<file path="config.mk">
export PLATFORM = sky130hd
export DESIGN_NAME = approx_adder_monitor_flat
export DESIGN_NICKNAME = d
export VERILOG_FILES = /design/src/rtl/approx_adder_pkg.sv /design/src/rtl/approx_adder_monitor_if.sv /design/src/rtl/approx_adder_monitor_core.sv /design/src/rtl/approx_adder_monitor.sv /design/src/flat_wrapper.sv
export SDC_FILE = /design/constraint.sdc
export NUM_CORES = 1
export LEC_CHECK = 0
export ABC_AREA = 1
export CORE_MARGIN = 8
export CORE_UTILIZATION = 54
export DETAILED_ROUTE_END_ITERATION = 6
export PLACE_DENSITY = 0.85
export SYNTH_ARGS = -nofsm -noshare
export SYNTH_HDL_FRONTEND = slang
export SYNTH_SLANG_ARGS = --single-unit
</file>
<file path="constraint.sdc">
create_clock -name clk -period 3.3 [get_ports clk]
set_clock_uncertainty 0.15 [all_clocks]
set_input_delay 0.33 -clock clk [delete_from_list [all_inputs] [get_ports clk]]
set_output_delay 0.33 -clock clk [all_outputs]
set_load 0.02 [all_outputs]
</file>
<file path="src/rtl/approx_adder_pkg.sv">
// Shared definitions for the approximate-adder monitor: mode encoding and
// the width of sums/errors derived from the operand width.
package approx_adder_pkg;

  typedef enum logic {
    MODE_EXACT  = 1'b0,
    MODE_APPROX = 1'b1
  } mode_e;

  function automatic int unsigned err_width(input int unsigned width);
    return width + 1;
  endfunction

endpackage

</file>
<file path="src/rtl/approx_adder_monitor_if.sv">
// Operand/result handshake bundle between a producer/consumer (master)
// and the adder monitor (slave).
interface approx_adder_monitor_if #(
    parameter int WIDTH = 2
);
    logic             in_valid;
    logic             in_ready;
    logic [WIDTH-1:0] in0;
    logic [WIDTH-1:0] in1;
    logic             mode;
    logic             out_valid;
    logic             out_ready;
    logic [WIDTH:0]   out0;
    logic             err_flag;

    modport master (
        output in_valid, in0, in1, mode, out_ready,
        input  in_ready, out_valid, out0, err_flag
    );

    modport slave (
        input  in_valid, in0, in1, mode, out_ready,
        output in_ready, out_valid, out0, err_flag
    );
endinterface

</file>
<file path="src/rtl/approx_adder_monitor_core.sv">
// Combinational lower-part-OR adder: low APPROX_BITS bits are OR-ed and the
// upper part receives the AND of the top approximated bits as its carry-in.
module loa_adder_core
    import approx_adder_pkg::*;
#(
    parameter int WIDTH       = 2,
    parameter int APPROX_BITS = 1
) (
    input  logic [WIDTH-1:0] in0,
    input  logic [WIDTH-1:0] in1,
    input  logic             mode,
    output logic [WIDTH:0]   sum
);

    logic [WIDTH:0] exact;

    assign exact = {1'b0, in0} + {1'b0, in1};

    if (APPROX_BITS == 0) begin : g_exact
        // Nothing approximated: both modes produce the exact sum.
        assign sum = (mode == MODE_APPROX) ? exact : exact;
    end else begin : g_loa
        localparam int UW = WIDTH - APPROX_BITS;

        logic [APPROX_BITS-1:0] lo;
        logic                   carry;
        logic [UW:0]            hi;

        always_comb begin
            lo    = in0[APPROX_BITS-1:0] | in1[APPROX_BITS-1:0];
            carry = in0[APPROX_BITS-1] & in1[APPROX_BITS-1];
            hi    = {1'b0, in0[WIDTH-1:APPROX_BITS]} + {1'b0, in1[WIDTH-1:APPROX_BITS]}
                  + {{UW{1'b0}}, carry};
        end

        assign sum = (mode == MODE_APPROX) ? {hi, lo} : exact;
    end

endmodule

</file>
<file path="src/rtl/approx_adder_monitor.sv">
// Two-stage valid/ready pipeline around the LOA adder that tracks the error
// against the exact sum, counts threshold violations and keeps the max error.
module approx_adder_monitor
    import approx_adder_pkg::*;
#(
    parameter int WIDTH       = 2,
    parameter int APPROX_BITS = 1,
    parameter int ET          = 5,
    parameter int CNT_W       = 16
) (
    input  logic                   clk,
    input  logic                   rst,
    approx_adder_monitor_if.slave  bus,
    input  logic                   clr,
    output logic [CNT_W-1:0]       viol_cnt,
    output logic [WIDTH:0]         max_err
);

    localparam int unsigned EW   = err_width(WIDTH);
    localparam int unsigned ET_U = ET;

    logic             s1_vld_q, s1_vld_d;
    logic [WIDTH-1:0] a_q, a_d, b_q, b_d;
    logic             mode_q, mode_d;
    logic             s2_vld_q, s2_vld_d;
    logic [EW-1:0]    out0_q, out0_d, exact_q, exact_d;
    logic [CNT_W-1:0] cnt_q, cnt_d;
    logic [EW-1:0]    max_q, max_d;

    logic [EW-1:0]    sum_apx, sum_exact, err;
    logic             s2_free, in_ready, accept, hs_out, err_flag;

    loa_adder_core #(
        .WIDTH      (WIDTH),
        .APPROX_BITS(APPROX_BITS)
    ) u_core (
        .in0 (a_q),
        .in1 (b_q),
        .mode(mode_q),
        .sum (sum_apx)
    );

    assign sum_exact = {1'b0, a_q} + {1'b0, b_q};

    always_comb begin
        err      = (exact_q >= out0_q) ? (exact_q - out0_q) : (out0_q - exact_q);
        err_flag = s2_vld_q && (32'(err) > ET_U);
    end

    // Stage 2 frees up when empty or draining; stage 1 follows stage 2.
    always_comb begin
        s2_free  = !s2_vld_q || bus.out_ready;
        in_ready = !s1_vld_q || s2_free;
        accept   = bus.in_valid && in_ready;
        hs_out   = s2_vld_q && bus.out_ready;

        s1_vld_d = s1_vld_q;
        a_d      = a_q;
        b_d      = b_q;
        mode_d   = mode_q;
        s2_vld_d = s2_vld_q;
        out0_d   = out0_q;
        exact_d  = exact_q;
        cnt_d    = cnt_q;
        max_d    = max_q;

        if (in_ready) begin
            s1_vld_d = accept;
            if (accept) begin
                a_d    = bus.in0;
                b_d    = bus.in1;
                mode_d = bus.mode;
            end
        end

        if (s2_free) begin
            s2_vld_d = s1_vld_q;
            if (s1_vld_q) begin
                out0_d  = sum_apx;
                exact_d = sum_exact;
            end
        end

        if (clr) begin
            cnt_d = '0;
            max_d = '0;
        end else if (hs_out) begin
            if (err_flag && (cnt_q != '1)) cnt_d = cnt_q + 1'b1;
            if (err > max_q) max_d = err;
        end
    end

    always_ff @(posedge clk or posedge rst) begin
        if (rst) begin
            s1_vld_q <= 1'b0;
            a_q      <= '0;
            b_q      <= '0;
            mode_q   <= 1'b0;
            s2_vld_q <= 1'b0;
            out0_q   <= '0;
            exact_q  <= '0;
            cnt_q    <= '0;
            max_q    <= '0;
        end else begin
            s1_vld_q <= s1_vld_d;
            a_q      <= a_d;
            b_q      <= b_d;
            mode_q   <= mode_d;
            s2_vld_q <= s2_vld_d;
            out0_q   <= out0_d;
            exact_q  <= exact_d;
            cnt_q    <= cnt_d;
            max_q    <= max_d;
        end
    end

    assign bus.in_ready  = in_ready;
    assign bus.out_valid = s2_vld_q;
    assign bus.out0      = out0_q;
    assign bus.err_flag  = err_flag;
    assign viol_cnt      = cnt_q;
    assign max_err       = max_q;

endmodule

</file>
<file path="src/flat_wrapper.sv">
// flat-port wrapper written by rule: the top's interface ports become plain ports
module approx_adder_monitor_flat import approx_adder_pkg::*;
#(
    parameter int WIDTH       = 2,
    parameter int APPROX_BITS = 1,
    parameter int ET          = 5,
    parameter int CNT_W       = 16
)
  (clk, rst, clr, viol_cnt, max_err, bus_in_valid, bus_in0, bus_in1, bus_mode, bus_out_ready, bus_in_ready, bus_out_valid, bus_out0, bus_err_flag);
  approx_adder_monitor_if #(.WIDTH(WIDTH)) bus_i ();
  input  logic clk;
  input  logic rst;
  input  logic clr;
  output logic [CNT_W-1:0] viol_cnt;
  output logic [WIDTH:0] max_err;
  input wire logic [$bits(bus_i.in_valid)-1:0] bus_in_valid;
  input wire logic [$bits(bus_i.in0)-1:0] bus_in0;
  input wire logic [$bits(bus_i.in1)-1:0] bus_in1;
  input wire logic [$bits(bus_i.mode)-1:0] bus_mode;
  input wire logic [$bits(bus_i.out_ready)-1:0] bus_out_ready;
  output wire logic [$bits(bus_i.in_ready)-1:0] bus_in_ready;
  output wire logic [$bits(bus_i.out_valid)-1:0] bus_out_valid;
  output wire logic [$bits(bus_i.out0)-1:0] bus_out0;
  output wire logic [$bits(bus_i.err_flag)-1:0] bus_err_flag;
  assign bus_i.in_valid = bus_in_valid;
  assign bus_i.in0 = bus_in0;
  assign bus_i.in1 = bus_in1;
  assign bus_i.mode = bus_mode;
  assign bus_i.out_ready = bus_out_ready;
  assign bus_in_ready = bus_i.in_ready;
  assign bus_out_valid = bus_i.out_valid;
  assign bus_out0 = bus_i.out0;
  assign bus_err_flag = bus_i.err_flag;
  approx_adder_monitor #(.WIDTH(WIDTH), .APPROX_BITS(APPROX_BITS), .ET(ET), .CNT_W(CNT_W)) u_core (.clk(clk), .rst(rst), .bus(bus_i), .clr(clr), .viol_cnt(viol_cnt), .max_err(max_err));
endmodule
</file>
==> results_dict.tcl, run 1 <==
set metrics [dict create \
    power.switching_uw 924.9 \
    antenna_found_initial 0 \
    fmax_mhz 338.5 \
    routed_wl_mm 4.558 \
    slew_viol_final 0 \
    worst_slew_pin_slew_ns 0.3923 \
    htreeDepth 2 \
    multi_input_area_um2 1204 \
    worstSetupPathType "flop to output pin" \
    row_count 23 \
    swShare_pct 47.38 \
    wire_per_inst_um 12.77 \
    grt_util_met3_pct 4.279 \
    power.density_nw_per_um2 742.6 \
    endpoint_kind "output pin" \
    power_frac_clock_pct 16.2 \
    status "complete, no violations" \
    holdBufCountCts 0 \
    io_buffers 34 \
    pwr-share-seq_pct 23.7 \
    grt_first_pass_wirelength_mm 8.024 \
    rsz0062_at_grt "no" \
    die_h_um 79.62 \
    first_global_vias 1791 \
    synth_top_cell_by_area "dfrtp_1" \
    die-area_um2 6339 \
    reg2reg_depth 12 \
    hold_path_class "input pin to async pin" \
    drcViolationCount 0 \
    cts_tree "built" \
    grt_max_degree 36 \
    drive_gt1_share_pct 14.98 \
    yosys_register_bits 30 \
    synth_top_cell_area_share_pct 34.34 \
    clock-sinks 30 \
    num-nets-final 329 \
    worstPathRequired_ns 2.82 \
    start_util_pct 55.44 \
    syn_nets 294 \
    arrival_ns 2.47 \
    grt-ovfl-total 0 \
    seq_area_frac_synth_pct 34.34 \
    finalSetupTns_ns 0 \
    grt_usage_pct 15.46 \
    p_comb_share_pct 60.0 \
    start_kind "flop" \
    syn-instance-count 271 \
    gp_congestion 0.8534 \
    area_growth_syn_to_layout_pct 20.26 \
    synth_edf_count 0 \
    place_hpwl_mm 3.323 \
    ys_warn_count 0 \
    finalSetupViolations 0 \
    p_int_uw 1027 \
    clk_pin_slew_ns 0.07 \
    fin_cells 357 \
    clock_latency_ns 0.29 \
    grtUsageMet2_pct 25.43 \
    cts_setup_buffers 0 \
    fin_crit_ns 2.954 \
    core_um2 3943 \
    avgSynthCellArea_um2 8.066 \
    peakVddDrop_uv 419.3 \
    root_buffer "clkbuf_8" \
    cp_max_fo 5 \
    antenna_cells 0 \
    period_share_pct 89.53 \
    boundaryPins 35 \
    ys_types 30 \
    ff_latch_area_um2 750.7 \
    ctsResizeCount 0 \
    synthTopCellsByArea "dfrtp_1 (34%), nand2_1 (10%), inv_1 (6.2%)" \
    fillCellCount 336 \
    synth_area_um2 2186 \
    busiest_layer "met2" \
    async_flop_share_pct 100.0 \
    drt_iter0_drc 107 \
    p_leak_uw 0.001293 \
    dr.pass1.iters 4 \
    cts_made_buffers 5 \
    met1_usage_pct 18.78 \
    slew_headroom_pct 73.84 \
    vias 1852 \
    cts_buffer_depth 2 \
    die_w_um 79.62 \
    synth_flop_cell "dfrtp_1" \
    via_per_inst 5.188 \
    antenna_left 0 \
    hold_viol 0 \
    max_cap_violations 0 \
    post-place-cells 349 \
]
==> cell usage after synthesis, drive strengths merged, types with 2 or more instances <==
| master | count |
|---|---|
| a21oi | 7 |
| buf | 9 |
| dfrtp | 30 |
| fa | 3 |
| ha | 10 |
| inv | 40 |
| mux2 | 3 |
| nand2 | 75 |
| nand3 | 33 |
| nand4 | 21 |
| nor2 | 19 |
| o21ai | 9 |
| xnor2 | 2 |
| xor2 | 8 |
==> logic make-up after synthesis <==
kind of cell | count (synthesis) | synth area share (%)
simple gates | 148 | 36.35
buf+inv | 50 | 10.59
flops | 30 | 34.34
compound gates | 17 | 4.694
fa+ha+maj | 13 | 8.472
xor+xnor | 10 | 4.007
mux | 3 | 1.545
==> placed cells by master, fill, tap and decap left out, drive strengths merged <==
cell type / n
clkinv: 2
fa: 3
o211ai: 1
clkdlybuf4s50: 34
ha: 10
nor2: 19
xor2: 8
buf: 3
nand2: 75
clkbuf: 6
a21oi: 7
clkinvlp: 1
nand4: 21
mux2: 3
xnor2: 2
dfrtp: 30
inv: 40
o21ai: 9
nand3: 33
==> final cells by class <==
type	instances	share of cell area, %
repair buffers	37	13.80
multi-input cells	191	45.79
well taps	50	2.380
flip-flops and latches	30	28.56
inverters	41	5.854
clock buffers	6	3.141
clock inverters	2	0.4760
==> stage by stage <==
step / power (µW) / hold slack [ns] / worst slack (ns) / cell area, µm² / util [%]
2_1_floorplan: 1423 / 0.2708 / 0.8228 / 2186 / -
3_3_place_gp: 1600 / 0.3229 / 0.7109 / 2534 / 64.27
3_5_place_dp: 1642 / 0.3312 / 0.6506 / 2534 / 64.27
4_1_cts: 1972 / 0.2898 / 0.3213 / 2629 / 66.68
5_1_grt: 2112 / 0.3054 / 0.2078 / 2629 / 66.68
6_report: 1952 / 0.2776 / 0.3457 / 2629 / 66.68
==> state kept, by name (all words and copies together) (netlist names) <==
register	cells
u_core.s1_vld_q	1
u_core.b_q	2
u_core.viol_cnt	16
u_core.a_q	2
u_core.bus.out_valid	1
u_core.exact_q	2
u_core.mode_q	1
u_core.max_err	3
u_core.bus.out0	2
==> critical path: stages (launching register included) <==
cell	delay, ns
dfrtp_1	0.46
inv_1	0.16
fa_1	0.48
nand2_1	0.09
nand2_1	0.05
nand3_1	0.12
nand3_4	0.10
nor2_8	0.10
clkdlybuf4s50_1	0.61
==> worst paths after layout <==
kind / to / startpoint / slack (ns)
max: bus_err_flag / u_core.exact_q[1] / 0.35
min: u_core.viol_cnt[6] / rst / 0.28
max reg2reg: u_core.max_err[0] / u_core.exact_q[1] / 0.63
min reg2reg: u_core.bus.out_valid / u_core.s1_vld_q / 0.34
max in group asynchronous: u_core.bus.out0[0] / rst / 2.44
min in group clk: u_core.bus.out_valid / u_core.s1_vld_q / 0.34
==> power by group through the flow <==
stage	clock, µW	combinational, µW	sequential [µW]
floorplan	0	937	486
global route	343	1300	472
CTS	324	1180	464
finish	317	1170	463
global placement	0	1130	467
detailed placement	0	1170	471
==> metal layers <==
metal	part of all wire, %	vias up
met5	0	-
met3	4.9	8
met2	48	35
met4	1.6	0
li1	-	949
met1	46	860
No activity file was read; power rests on OpenSTA's default activity.
==> inputs of run 2 (changes only) <==
- clock period: 3.3 -> 3.1 ns (I/O delays scaled with it)
==> run 2 against run 1 <==
  * Flip-flop and latch count is the same
  * Via count grew 1.9%
  * Non-clock buffer count unchanged
  * Worst setup slack got worse by 0.19 ns
  * Power increased by 16%
==> results_dict.tcl, run 2 (synthesis results as in run 1) <==
set metrics [dict create \
    power.switching_uw 1000 \
    slew_viol_final 0 \
    grt-ovfl-total 0 \
    multi_input_area_um2 1204 \
    power.density_nw_per_um2 843.2 \
    die_h_um 79.62 \
    worstSetupPathType "flop to output pin" \
    htreeDepth 2 \
    swShare_pct 44.33 \
    finalPower_uw 2257 \
    clock_latency_ns 0.29 \
    rsz0062_at_grt "no" \
    boundaryPins 35 \
    cts_made_buffers 5 \
    final_util_pct 67.88 \
    endpoint_kind "output pin" \
    root_buffer "clkbuf_8" \
    finalSetupTns_ns 0 \
    drt_iter0_drc 131 \
    gp_congestion 0.8327 \
    drive_gt1_share_pct 14.98 \
    vias 1888 \
    ctsResizeCount 0 \
    path_cells "inv_1, fa_1, xor2_1, nand2_2, nand3_4, nor2_8, clkdlybuf4s50_1" \
    cts_tree "built" \
    r2r_start "u_core.exact_q[1]" \
    period_share_pct 94.97 \
    r2r_slack_ns 0.44 \
    cts_setup_buffers 0 \
    peakVddDrop_uv 432.1 \
    cts_buffer_depth 2 \
    final_cell_mix "nand2_1 (60), inv_1 (36), clkdlybuf4s50_1 (34)" \
    critPathLaunch "u_core.exact_q[1]" \
    crit_family "buffers and inverters" \
    antenna_cells 0 \
    cp_max_fo 5 \
    hold_viol 0 \
    pwr-share-seq_pct 22.0 \
    finalSetupViolations 0 \
    area_growth_syn_to_layout_pct 22.44 \
    whs_ns 0.2394 \
    antenna_found_initial 0 \
    final_common_cell "nand2_1" \
    clock-sinks 30 \
    place_hpwl_mm 3.507 \
    grt_first_pass_wirelength_mm 8.625 \
    slowest_delay_ns 0.61 \
    antenna_left 0 \
    power_frac_clock_pct 22.3 \
    num-nets-final 329 \
    max_cap_violations 0 \
    row_count 23 \
    start_util_pct 55.44 \
    grt_max_degree 36 \
    p_int_uw 1256 \
    first_global_vias 1874 \
    wire_per_inst_um 13.75 \
    worstPathRequired_ns 2.64 \
    regToRegEndpoint "u_core.max_err[0]" \
    worst_slew_pin_slew_ns 0.3981 \
    hold_path_class "input pin to async pin" \
    die-area_um2 6339 \
    fin_crit_ns 2.944 \
    critPathBufInv 2 \
    p_comb_share_pct 55.7 \
    drcViolationCount 0 \
    arrival_ns 2.48 \
    die_w_um 79.62 \
    start_kind "flop" \
    crit_slowest_cell "clkdlybuf4s50_1" \
    core_um2 3943 \
    dr.pass1.iters 4 \
    grt_usage_pct 16.87 \
    clk_pin_slew_ns 0.07 \
    largest_reg_flops 16 \
    p_leak_uw 0.001318 \
    reg2reg_depth 12 \
    status "complete, no violations" \
    holdBufCountCts 0 \
    routed_wl_mm 4.909 \
    fmax_mhz 339.7 \
    ff_latch_area_um2 750.7 \
    via_per_inst 5.289 \
    io_buffers 34 \
    slew_headroom_pct 73.46 \
    fillCellCount 314 \
]
-- run 2: cell count changes in the layout (fill, tap and decap cells not counted), sizes merged --
cell	before	now
bufinv	0	2
clkinv	2	1
clkinvlp	1	0
-- run 2: per-stage QoR --
stage | instance area (µm²) | setup WS, ns | instances
6_report | 2676 | 0.1558 | 357
5_1_grt | 2676 | 0.02010 | 357
4_1_cts | 2676 | 0.1256 | 357
3_5_place_dp | 2534 | 0.4628 | 349
3_3_place_gp | 2534 | 0.5177 | 349
2_1_floorplan | 2186 | 0.6228 | 271
-- run 2: layer usage --
| metal | global-route usage, % | part of all wire (%) |
|---|---|---|
| met5 | 0 | 0 |
| met4 | 7.407 | 2.2 |
| met2 | 26.73 | 47 |
| met3 | 4.392 | 6.1 |
| met1 | 21.01 | 44 |
-- run 2: worst max-delay path by stage --
stage,to,slack (ns),depth (start not counted)
floorplan,u_core.max_err[0],0.62,13
global placement,bus_err_flag,0.52,8
detailed placement,bus_err_flag,0.46,7
CTS,bus_err_flag,0.13,7
global route,bus_err_flag,0.02,7
finish,bus_err_flag,0.16,7
-- run 2: area by class of cell --
cell class | count | share of cell area, %
repair buffers | 37 | 13.56
inverters | 41 | 5.750
flip-flops and latches | 30 | 28.05
multi-input cells | 191 | 44.97
well taps | 50 | 2.338
clock buffers | 6 | 3.086
clock inverters | 2 | 2.244
-- run 2: power by group through the flow --
stage | logic (µW) | clock network (µW) | registers, µW
floorplan | 998 | 0 | 517
global placement | 1210 | 0 | 497
detailed placement | 1240 | 0 | 503
CTS | 1260 | 514 | 496
global route | 1380 | 535 | 505
finish | 1260 | 503 | 496
-- run 2: worst min-delay path, cell delays in order --
cell	delay (ns)
clkdlybuf4s50_1	0.39
inv_1	0.05
buf_4	0.34
==> inputs of run 3 (changes only) <==
- CORE_UTILIZATION: 54 -> 48
- PLACE_DENSITY: 0.85 -> 0.81
- clock period: 3.1 -> 2.6 ns (I/O delays scaled with it)
==> run 3 against run 2 <==
  * Clock-buffer cell count unchanged
  * Critical endpoint is now u_core.max_err[1]
  * Register-to-register slack got worse by 0.29 ns
  * Sequential power increased by 21%
  * Largest cell class unchanged
  * Cell count increased by 0.84%
  * Sequential share of layout area decreased by 0.81 points
  * Worst setup slack got worse by 0.0045 ns
  * Highest routed layer unchanged
==> results_dict.tcl, run 3 (synthesis results as in run 1) <==
set metrics [dict create \
    status "complete, no violations" \
    pwr-share-seq_pct 19.9 \
    peakVddDrop_uv 514.1 \
    start_util_pct 49.86 \
    power.switching_uw 1334 \
    p_comb_share_pct 60.1 \
    die-area_um2 6969 \
    drt_iter0_drc 100 \
    htreeDepth 2 \
    antenna_found_initial 0 \
    via_per_inst 5.269 \
    area_growth_syn_to_layout_pct 26.27 \
    die_h_um 83.48 \
    vias 1897 \
    p_leak_uw 0.001321 \
    start_kind "flop" \
    root_buffer "clkbuf_8" \
    gp_congestion 0.8458 \
    largest_reg_flops 16 \
    grt_usage_pct 14.06 \
    grt_max_degree 36 \
    fin_cells 360 \
    dr.pass1.iters 4 \
    worstSetupPathType "flop to flop" \
    post-place-cells 351 \
    cp_max_fo 6 \
    wire_per_inst_um 13.64 \
    holdBufCountCts 0 \
    io_buffers 34 \
    slew_headroom_pct 73.19 \
    max_cap_violations 0 \
    dpl_cell_area_um2 2536 \
    drive_gt1_share_pct 21.43 \
    final_util_pct 62.96 \
    worstPathRequired_ns 2.63 \
    final_cell_mix "nand2_1 (58), clkdlybuf4s50_1 (33), inv_1 (32)" \
    slew_viol_final 0 \
    drcViolationCount 0 \
    grt_first_pass_wirelength_mm 8.286 \
    clk_pin_slew_ns 0.07 \
    clock-sinks 30 \
    whs_ns 0.1997 \
    clock_latency_ns 0.29 \
    place_hpwl_mm 3.415 \
    final_common_cell "nand2_1" \
    period_share_pct 94.18 \
    cts_made_buffers 5 \
    swShare_pct 44.45 \
    grt-ovfl-total 0 \
    p_int_uw 1668 \
    antenna_left 0 \
    first_global_vias 1785 \
    endpoint_kind "flop" \
    finalSetupViolations 0 \
    fmax_mhz 408.4 \
    hold_path_class "input pin to async pin" \
    worst_slew_pin_slew_ns 0.4022 \
    routed_wl_mm 4.912 \
    num-nets-final 330 \
    final_cell_area_um2 2760 \
    power_frac_clock_pct 20.0 \
    fin_crit_ns 2.449 \
    antenna_cells 0 \
    cts_tree "built" \
    fillCellCount 367 \
    boundaryPins 35 \
    die_w_um 83.48 \
    hold_viol 0 \
    arrival_ns 2.47 \
    core_um2 4384 \
    power.density_nw_per_um2 1088 \
    cts_buffer_depth 2 \
    row_count 24 \
]
[run 3: changes by cell type in the layout (fill, tap and decap cells not counted), sizes merged]
cell and delta:
buf +1, clkbuf +1, clkdlybuf4s50 -1
[run 3: routing by layer]
layer	GRT usage, %	wire [µm]
met5	0	0
met4	7.221	95
met3	3.711	298
met2	22.35	2393
met1	17.02	2124
[run 3: final cells by class]
cell class / count / area [µm²] / area share [%]
Clock buffer: 6 / 82.58 / 2.992
Clock inverter: 2 / 60.06 / 2.176
Timing Repair Buffer: 38 / 365.4 / 13.24
Inverter: 41 / 153.9 / 5.576
Tap cell: 52 / 65.06 / 2.357
Sequential cell: 30 / 752.0 / 27.24
Multi-Input combinational cell: 191 / 1281 / 46.42
[run 3: critical path, stage by stage (launching register included)]
cell     delay [ns]
dfrtp_1        0.40
inv_2          0.05
ha_2           0.18
fa_2           0.53
inv_2          0.06
nand3_2        0.08
nand2_2        0.08
ha_4           0.27
nand2_1        0.05
o21ai_2        0.13
nand3_2        0.14
o21ai_1        0.16
a21oi_1        0.05
[run 3: repair_timing]
action                                  4_1_cts  5_1_grt
pin swaps                                     0        6
buffers inserted                              0        1
endpoints found under the setup margin        4        4
gates resized for setup                       4       23
cloned                                        0        0
[run 3: worst paths after layout]
kind                       cells after the start                from              endpoint  slack [ns]
max                                           12  u_core.bus.out0[0]     u_core.max_err[1]        0.15
min                                            3                 rst         u_core.a_q[0]        0.20
max reg2reg                                   12  u_core.bus.out0[0]     u_core.max_err[1]        0.15
min reg2reg                                    2     u_core.s1_vld_q  u_core.bus.out_valid        0.34
max in group asynchronous                      3                 rst     u_core.exact_q[1]        1.80
min in group clk                               2     u_core.s1_vld_q  u_core.bus.out_valid        0.34
[run 3: power groups by stage]
stage          clock network, µW  registers (µW)  logic [µW]
2_1_floorplan                  0             617        1190
3_3_place_gp                   0             594        1440
3_5_place_dp                   0             599        1480
4_1_cts                      612             592        1480
5_1_grt                      624             608        2010
6_report                     600             599        1800
[run 3: per-stage QoR]
step                      total power, µW  setup TNS, ns  worst slack [ns]
after floorplan                      1806              0            0.1228
after global placement               2037              0           0.06994
after detailed placement             2077       -0.02619          -0.01683
after CTS                            2685       -0.02190          -0.01467
after global routing                 3244       -0.02846          -0.02301
final                                3002              0            0.1513
